**src/rtl/saradc_seq_pkg.sv**
```systemverilog
// saradc_seq_pkg: shared state encoding and default sizes for the SAR sequencer
package saradc_seq_pkg;
  typedef enum logic [1:0] {IDLE = 2'd0, SMP = 2'd1, CONV = 2'd2, DONE = 2'd3} state_t;
  localparam int NBITS_DEF = 8;
  localparam int SMPW_DEF  = 4;
endpackage

```
**src/rtl/saradc_seq.sv**
```systemverilog
// saradc_seq: SAR conversion sequencer with sampling window, continuous mode and fault flag
module saradc_seq
  import saradc_seq_pkg::*;
#(
  parameter int NBITS = NBITS_DEF,
  parameter int SMPW  = SMPW_DEF
) (
  input  logic             i_clk,
  input  logic             i_rst_n,
  input  logic             i_start,
  input  logic             i_cont,
  input  logic [SMPW-1:0]  i_smpcyc,
  input  logic             i_cmpp,
  input  logic             i_cmpn,
  output logic             o_sample,
  output logic             o_valid,
  output logic [NBITS-1:1] o_resultp,
  output logic [NBITS-1:1] o_resultn,
  output logic [NBITS-1:0] o_dout,
  output logic             o_done,
  output logic             o_busy,
  output logic             o_err
);
  localparam int KW = (NBITS > 2) ? $clog2(NBITS) : 1;
  state_t           r_state, w_next;
  logic [SMPW-1:0]  r_scnt;
  logic [KW-1:0]    r_k;
  logic [NBITS-1:0] r_shadow, w_sh;
  logic             w_bit, w_fault, w_go, w_enter;
  // a faulted decision (both rails equal) resolves to 0
  assign w_bit   = i_cmpp & ~i_cmpn;
  assign w_fault = i_cmpp == i_cmpn;
  assign w_go    = i_start | i_cont;
  assign w_enter = (r_state == IDLE || r_state == DONE) && w_next == SMP;
  always_ff @(posedge i_clk or negedge i_rst_n)
    if (!i_rst_n) r_state <= IDLE;
    else r_state <= w_next;
  always_comb begin
    w_next = r_state;
    case (r_state)
      IDLE:    w_next = w_go ? SMP : IDLE;
      SMP:     w_next = (r_scnt == '0) ? CONV : SMP;
      CONV:    w_next = (r_k == '0) ? DONE : CONV;
      default: w_next = w_go ? SMP : IDLE;
    endcase
  end
  always_comb begin
    w_sh = r_shadow;
    w_sh[r_k] = w_bit;
  end
  // outputs are registered from the next state so they align with the state they describe
  always_ff @(posedge i_clk or negedge i_rst_n)
    if (!i_rst_n) begin
      r_scnt    <= '0;
      r_k       <= '0;
      r_shadow  <= '0;
      o_sample  <= 1'b0;
      o_valid   <= 1'b0;
      o_resultp <= '0;
      o_resultn <= '0;
      o_dout    <= '0;
      o_done    <= 1'b0;
      o_busy    <= 1'b0;
      o_err     <= 1'b0;
    end else begin
      o_sample <= w_next == SMP;
      o_busy   <= w_next == SMP || w_next == CONV;
      o_done   <= w_next == DONE;
      o_valid  <= (w_next == DONE) ? 1'b1 : (w_next == SMP) ? 1'b0 : o_valid;
      if (w_enter) begin
        r_scnt    <= i_smpcyc;
        r_k       <= KW'(NBITS - 1);
        o_resultp <= '0;
        o_resultn <= '0;
        o_err     <= 1'b0;
      end else if (r_state == SMP) r_scnt <= r_scnt - 1'b1;
      if (r_state == CONV) begin
        r_shadow <= w_sh;
        r_k      <= r_k - 1'b1;
        if (w_fault) o_err <= 1'b1;
        if (r_k != '0) begin
          o_resultp[r_k] <= w_bit;
          o_resultn[r_k] <= ~w_bit;
        end else o_dout <= w_sh;
      end
    end
endmodule

```
**config.mk**
```make
export PLATFORM = sky130hd
export DESIGN_NAME = saradc_seq
export DESIGN_NICKNAME = d
export VERILOG_FILES = /design/src/rtl/saradc_seq_pkg.sv /design/src/rtl/saradc_seq.sv
export SDC_FILE = /design/constraint.sdc
export NUM_CORES = 1
export LEC_CHECK = 0
export ABC_AREA = 0
export CAP_MARGIN = 0
export CORE_MARGIN = 2
export CORE_UTILIZATION = 50
export CTS_CLUSTER_SIZE = 12
export DETAILED_ROUTE_END_ITERATION = 7
export GPL_TIMING_DRIVEN = 0
export PLACE_DENSITY = 0.74
export SETUP_SLACK_MARGIN = 0.2
export SYNTH_ARGS = -nofsm -noshare
export SYNTH_HDL_FRONTEND = slang
export SYNTH_SLANG_ARGS = --single-unit
```
**constraint.sdc**
```tcl
create_clock -name i_clk -period 3.4 [get_ports i_clk]
set_input_delay 0.34 -clock i_clk [delete_from_list [all_inputs] [get_ports i_clk]]
set_output_delay 0.34 -clock i_clk [all_outputs]
set_load 0.01 [all_outputs]
```
# After elaboration in Yosys (flattened, before gate mapping)

Cells that the tools add are included.

Flip-flop bits (word level): 44
Bits in latches: 0
Bits in writable memories: 0
ROM bits: 0
Input bits: 10
Word-level logic and storage cells: 64
Memories kept: 0

Add/subtract/negate cells: 2
Multiply operators: 0
Div/mod/pow operators: 0
Magnitude comparators: 2
Eq/ne operators: 7
Shifts and indexed selects: 0
Mux-type cells: 24
Bitwise gates (word level): 5
Reductions and logical operators: 12

Operators by type and width:

| cell                                                                  | number |
|---|---|
| 7-bit 2-to-1 mux                                                      | 6 |
| 7-bit bitwise mux                                                     | 2 |
| 8-bit bitwise mux                                                     | 1 |
| 2-bit equality test, second input constant                            | 4 |
| 1-bit 2-to-1 mux                                                      | 8 |
| 4-bit 2-to-1 mux                                                      | 2 |
| 3-bit 2-to-1 mux                                                      | 2 |
| 2-bit nonzero test                                                    | 3 |
| 2-bit by 1-bit equality test with 1-bit output, second input constant | 2 |
| 4-bit zero test                                                       | 1 |
| 3-bit by 4-bit < comparator with 1-bit output, second input constant  | 1 |
| 2-bit case mux with 2 select lines                                    | 1 |
| 4-bit by 1-bit subtractor with 4-bit output, second input constant    | 1 |
| 1-bit demux with 3-bit select                                         | 1 |
| 3-bit by 1-bit >= comparator with 1-bit output, second input constant | 1 |
| 3-bit zero test                                                       | 1 |
| 1-bit NOT                                                             | 3 |
| 3-bit nonzero test                                                    | 1 |
| 3-bit by 1-bit subtractor with 3-bit output, second input constant    | 1 |
| 1-bit logical AND                                                     | 2 |
| 2-bit zero test                                                       | 1 |
| 1-bit logical OR                                                      | 2 |
| 2-bit 2-to-1 mux                                                      | 1 |
| 2-bit AND reduction                                                   | 1 |
| 3 further kinds                                                       | 3 |

# Longest topological paths before layout

Depth after elaboration: 9
Gate-level depth with buffers: 12
Depth with buffers taken out: 8

# Least setup slack after synthesis

No wires, ideal clock.

Path type: register -> register
From: reg r_k[1]
To: reg o_resultp[3] (netlist name)
Setup time: 0.079 ns
Data arrival time: 2.423 ns
Data required time: 3.321 ns
Slack: 0.897 ns
Stages on the path, launching flop included: 13
Path through: dfrtp_1 -> buf_2 -> inv_1 -> ha_1 -> and3b_1 -> buf_6 -> buf_6 -> o31a_1 -> ha_1 -> nand2_1 -> clkbuf_1 -> nand2_1 -> mux2i_1

Word-level cells in the longest chain between the ends: 9
Elaborated cells on any way between the ends: 15

Ends and longest elaborated chain:

| what                                               | RTL line         | source |
|---|---|---|
| start: declaration                                 | saradc_seq.sv:27 | `logic [KW-1:0] r_k;` |
| start signal: assignment                           | saradc_seq.sv:72 | `r_k <= KW'(NBITS - 1);` |
| start signal: assignment                           | saradc_seq.sv:79 | `r_k <= r_k - 1'b1;` |
| 3-bit zero test (*)                                | saradc_seq.sv:43 | `CONV: w_next = (r_k == '0) ? DONE : CONV;` |
| 1-bit 2-to-1 mux (*)                               | saradc_seq.sv:43 |  |
| 2-bit case mux with 2 select lines (*)             | saradc_seq.sv:40 | `case (r_state)` |
| named net w_next[0]                                | saradc_seq.sv:25 | `state_t r_state, w_next;` |
| 2-bit by 1-bit equality test with 1-bit output (*) | saradc_seq.sv:34 | `assign w_enter = (r_state == IDLE \|\| r_state == DONE) && w_next == SMP;` |
| 1-bit logical AND (*)                              | saradc_seq.sv:34 |  |
| 7-bit 2-to-1 mux (*)                               | saradc_seq.sv:70 | `if (w_enter) begin` |
| 7-bit bitwise mux                                  | saradc_seq.sv:82 | `o_resultp[r_k] <= w_bit;` |
| 7-bit 2-to-1 mux                                   | saradc_seq.sv:81 | `if (r_k != '0) begin` |
| 7-bit 2-to-1 mux (*)                               | saradc_seq.sv:77 | `if (r_state == CONV) begin` |
| end signal: indexed assignment                     | saradc_seq.sv:82 |  |
| end: declaration                                   | saradc_seq.sv:17 | `output logic [NBITS-1:1] o_resultp,` |

The timed path passes the listed nets; every way through them passes the cells marked *.
A chain may end at the register's enable or synchronous reset.

# Final worst setup path

From: reg r_k[1]
To: reg r_scnt[2]

Word-level cells in the longest chain between the ends: 6
Elaborated cells on any way between the ends: 7

Ends and longest elaborated chain:

| what                                                          | RTL line         | source |
|---|---|---|
| 3-bit zero test (*)                                           | saradc_seq.sv:43 |  |
| 1-bit 2-to-1 mux (*)                                          | saradc_seq.sv:43 |  |
| 2-bit case mux with 2 select lines (*)                        | saradc_seq.sv:40 |  |
| named net w_next[0]                                           | saradc_seq.sv:25 |  |
| 2-bit by 1-bit equality test with 1-bit output (*)            | saradc_seq.sv:34 |  |
| 1-bit logical AND (*)                                         | saradc_seq.sv:34 |  |
| 4-bit 2-to-1 mux / 2-bit nonzero test (equally long branches) | -                |  |
| end signal: assignment                                        | saradc_seq.sv:71 | `r_scnt <= i_smpcyc;` |
| end signal: assignment                                        | saradc_seq.sv:76 | `end else if (r_state == SMP) r_scnt <= r_scnt - 1'b1;` |
| end: declaration                                              | saradc_seq.sv:26 | `logic [SMPW-1:0] r_scnt;` |

Marked as above.

==> run summary <==
• **outcome** finished clean
• **post-DR wirelength/cell** 14.61 um
• **clock slew at reported path FFs** 80 ps
• **mean number of vias per cell** 5.346
• **detailed placer's ending HPWL** 2980 um
• **Fin Setup TNS** 0 ps
• **post-route ant nets** 0
• **max-capacitance violation count** 0
• **antenna diode instance count** 0
• **final count of pins violating max slew** 0
• **first-pass GRT wire length** 7003 um
• **clk_lat worst skew** 300 ps
• **Post CTS Setup Buffer Count** 0
• **antenna violations before repair** 0
• **Seq/Total Area, Yosys** 0.5462
• **Final Hold Fails** 0
• **die outline area** 4556 sq um
• **remaining max-slew budget at the tightest pin** 0.6701
• **clock tree sinks** 44
• **initial cell density of the core** 0.5113
• **Die Ht** 67.50 um
• **Filler Cells Inserted** 308
• **count of unique library cells instantiated by Yosys** 37
• **final worst slack** 483.7 ps
• **Starting DRT DRC Count** 117
• **Total Routed Length** 4090 um
• **Largest stage delay, worst path** 430 ps
• **DRC errors left** 0
• **share of final-layout standard cells stronger than drive strength 1** 0.1217
• **Warnings, synthesis** 0
• **cell with the biggest individual delay on the critical path** sky130_fd_sc_hd__dfrtp_1
• **class of the most critical hold timing path** input pin to asynchronous set/reset pin
• **largest net degree at the start of global routing** 35
• **Area Growth Syn to Fin** 27.81%
• **count of input and output buffers** 36
• **number of top-level pins** 37
• **setup repair after global routing missed its margin** no
• **CTS max path bufs** 2
• **GR met3 Demand/Resource** 0.05167
• **final setup fails** 0
• **post-synthesis instance area** 2016 sq um
• **Worst Setup Start Kind** flip-flop
• **Cell Rows** 23
• **GR Overflow Total** 0
• **synthesized area per cell** 10.95 sq um
• **Top Usage Layer GRT** met2
• **clock tree root buffer cell** sky130_fd_sc_hd__clkbuf_8
• **Die X** 67.50 um
• **vias in the first global route** 1561
• **timing-limited maximum frequency** 0.3429 GHz
• **Top delay family on crit path** buffers and inverters
• **slew at the pin with the worst max-slew slack** 494.8 ps
• **power density over the cells** 558.0 nW/um^2
• **detailed-routing iteration count for the pre-antenna-repair pass** 4
• **final worst path period need** 2916 ps
• **data required time at the worst endpoint** 3620 ps
• **met2 capacity usage during global routing** 0.3554
• **total CTS buffers** 5
• **maximum vdd drop** 0.3780 mV
• **endpoint type of the worst setup path** flip-flop
• **routing usage on met1** 0.2587
• **post-route clock skew** 7.178 ps
• **number of enable-type register cells in the synthesized netlist** 0
• **most area-hungry cell type in the Yosys netlist** sky130_fd_sc_hd__dfrtp_1
• **total track usage** 0.2083
• **Post-Route Utilization** 0.6534
• **async set-reset flop share out of synthesis** 1.000
• **H-tree depth reported by CTS** 2
• **series of cell instances along the critical path** buf_2 > inv_1 > ha_1 > and3b_1 > buf_6 > buf_6 > o31a_1 > ha_1 > nand2_1 > clkbuf_1 > nor2_1 > a21oi_1
• **main area contributors after synthesis** sky130_fd_sc_hd__dfrtp_1 55%, sky130_fd_sc_hd__ha_1 5.0%, sky130_fd_sc_hd__mux2i_1 4.0%
• **data arrival time at the worst-slack endpoint** 3140 ps
• **Layout Nets** 247
• **Post-Synthesis Cells** 184
• **synthesized netlist net count** 202
• **pre-CTS worst setup slack** 384.5 ps
• **buffer and inverter count on the worst path** 5
• **Static Leak** 1.150 nW
• **portion of synthesized cell area occupied by the leading cell type** 0.5462
• **clock tree from TritonCTS** done
• **Top FF cell, synth** sky130_fd_sc_hd__dfrtp_1
• **flip-flop and latch count after synthesis** 44
• **core region area** 3943 sq um
• **worst setup path class** flip-flop to flip-flop
• **Crit Path Max Fanout** 10
• **period utilization** 0.8577
• **vias after detailed routing** 1497
• **weighted congestion at the end of routability-driven global placement** 0.7865
logic make-up after synthesis:
group	after synthesis	synth area share
and+or+nand+nor	55	0.1490
AOI/OAI and AO/OA	38	0.1124
muxes	14	0.07511
DFF	44	0.5462
buffers and inverters	22	0.05462
adders and majority gates	8	0.04966
xor gates and xnor gates	3	0.01304
power breakdown:
part / internal [mW] / leakage, nW / switching, mW / total (mW)
Clock: 0.217 / 0.0541 / 0.180 / 0.397
Combinational: 0.183 / 0.574 / 0.222 / 0.404
Sequential: 0.594 / 0.522 / 0.0420 / 0.636
Total: 0.994 / 1.15 / 0.444 / 1.44
worst paths after layout:
kind                             start     endpoint  slack [ps]  depth (start not counted)
setup / recovery                r_k[1]    r_scnt[2]         480                         12
hold / removal                 i_rst_n       o_done         450                          2
setup reg to reg                r_k[1]    r_scnt[2]         480                         12
hold reg to reg            r_shadow[7]  r_shadow[7]         480                          2
max in group asynchronous      i_rst_n  r_shadow[5]        2500                          3
min in group i_clk         r_shadow[7]  r_shadow[7]         480                          2
per-stage QoR:
stage / cells / cell area, sq um / hold WS [ps] / power (mW)
final: 280 / 2576 / 449.1 / 1.438
after global routing: 280 / 2576 / 468.9 / 1.528
after CTS: 280 / 2575 / 463.7 / 1.447
after detailed placement: 271 / 2454 / 233.8 / 1.050
after global placement: 270 / 2439 / 461.2 / 1.027
after floorplan: 184 / 2016 / 44.41 / 0.9083
worst reg2reg max path: stages, from the launching register on:
cell	delay, ps
sky130_fd_sc_hd__dfrtp_1	430
sky130_fd_sc_hd__buf_2	260
sky130_fd_sc_hd__inv_1	130
sky130_fd_sc_hd__ha_1	260
sky130_fd_sc_hd__and3b_1	210
sky130_fd_sc_hd__buf_6	130
sky130_fd_sc_hd__buf_6	140
sky130_fd_sc_hd__o31a_1	280
sky130_fd_sc_hd__ha_1	250
sky130_fd_sc_hd__nand2_1	210
sky130_fd_sc_hd__clkbuf_1	340
sky130_fd_sc_hd__nor2_1	90
sky130_fd_sc_hd__a21oi_1	130
per-layer routing:
metal / vias to the layer above / share of wire
met4: 0 / 0.012
met2: 32 / 0.49
met1: 732 / 0.46
li1: 726 / -
met5: - / 0
met3: 7 / 0.036
synth_stat cells, types with 2 or more instances:
master,n
sky130_fd_sc_hd__dfrtp_1,44
sky130_fd_sc_hd__nand2_1,18
sky130_fd_sc_hd__o21ai_0,16
sky130_fd_sc_hd__nor2_1,12
sky130_fd_sc_hd__inv_1,11
sky130_fd_sc_hd__ha_1,8
sky130_fd_sc_hd__mux2i_1,8
sky130_fd_sc_hd__nand3_1,8
sky130_fd_sc_hd__a21oi_1,7
sky130_fd_sc_hd__mux2_2,5
sky130_fd_sc_hd__a31oi_1,4
sky130_fd_sc_hd__buf_2,4
sky130_fd_sc_hd__clkbuf_1,4
sky130_fd_sc_hd__buf_6,3
sky130_fd_sc_hd__nand2b_1,3
sky130_fd_sc_hd__nand4b_1,3
sky130_fd_sc_hd__o31ai_1,3
sky130_fd_sc_hd__a21o_1,2
sky130_fd_sc_hd__nor3_1,2
sky130_fd_sc_hd__xnor2_1,2
sequential cells by signal (all words and copies together), names as in the netlist:
signal	count
o_dout	8
r_shadow	8
o_resultn	7
o_resultp	7
r_scnt	4
r_k	3
r_state	2
o_busy	1
o_done	1
o_err	1
o_sample	1
o_valid	1
cells in the final DEF, fill, tap and decap left out, types with 2 or more instances in the layout:
| cell | Yosys | layout |
|---|---|---|
| sky130_fd_sc_hd__a21o_1 | 2 | 2 |
| sky130_fd_sc_hd__a21oi_1 | 7 | 7 |
| sky130_fd_sc_hd__a31oi_1 | 4 | 4 |
| sky130_fd_sc_hd__buf_2 | 4 | 5 |
| sky130_fd_sc_hd__buf_6 | 3 | 3 |
| sky130_fd_sc_hd__clkbuf_1 | 4 | 3 |
| sky130_fd_sc_hd__clkbuf_8 | 0 | 5 |
| sky130_fd_sc_hd__clkdlybuf4s50_1 | 0 | 35 |
| sky130_fd_sc_hd__dfrtp_1 | 44 | 44 |
| sky130_fd_sc_hd__ha_1 | 8 | 8 |
| sky130_fd_sc_hd__inv_1 | 11 | 11 |
| sky130_fd_sc_hd__mux2_2 | 5 | 5 |
| sky130_fd_sc_hd__mux2i_1 | 8 | 8 |
| sky130_fd_sc_hd__nand2_1 | 18 | 18 |
| sky130_fd_sc_hd__nand2b_1 | 3 | 3 |
| sky130_fd_sc_hd__nand3_1 | 8 | 8 |
| sky130_fd_sc_hd__nand4b_1 | 3 | 3 |
| sky130_fd_sc_hd__nor2_1 | 12 | 12 |
| sky130_fd_sc_hd__nor3_1 | 2 | 2 |
| sky130_fd_sc_hd__o21ai_0 | 16 | 16 |
| sky130_fd_sc_hd__o31ai_1 | 3 | 3 |
| sky130_fd_sc_hd__xnor2_1 | 2 | 2 |
what timing repair did:
item	CTS	global route
resized for setup	0	2
hold endpoints to repair	10	0
hold buffers	1	0
endpoints found under the setup margin	0	6
area by class of cell:
type / instances / area [sq um] / area share
plain buffers: 11 / 70.07 / 0.02720
inverters: 11 / 41.29 / 0.01603
well taps: 50 / 62.56 / 0.02428
flip-flops and latches: 44 / 1101 / 0.4274
clock inverters: 3 / 42.54 / 0.01651
repair buffers: 38 / 385.4 / 0.1496
clock buffers: 5 / 68.82 / 0.02671
multi-input cells: 118 / 804.5 / 0.3123
Power figures use the tool's default switching activity.
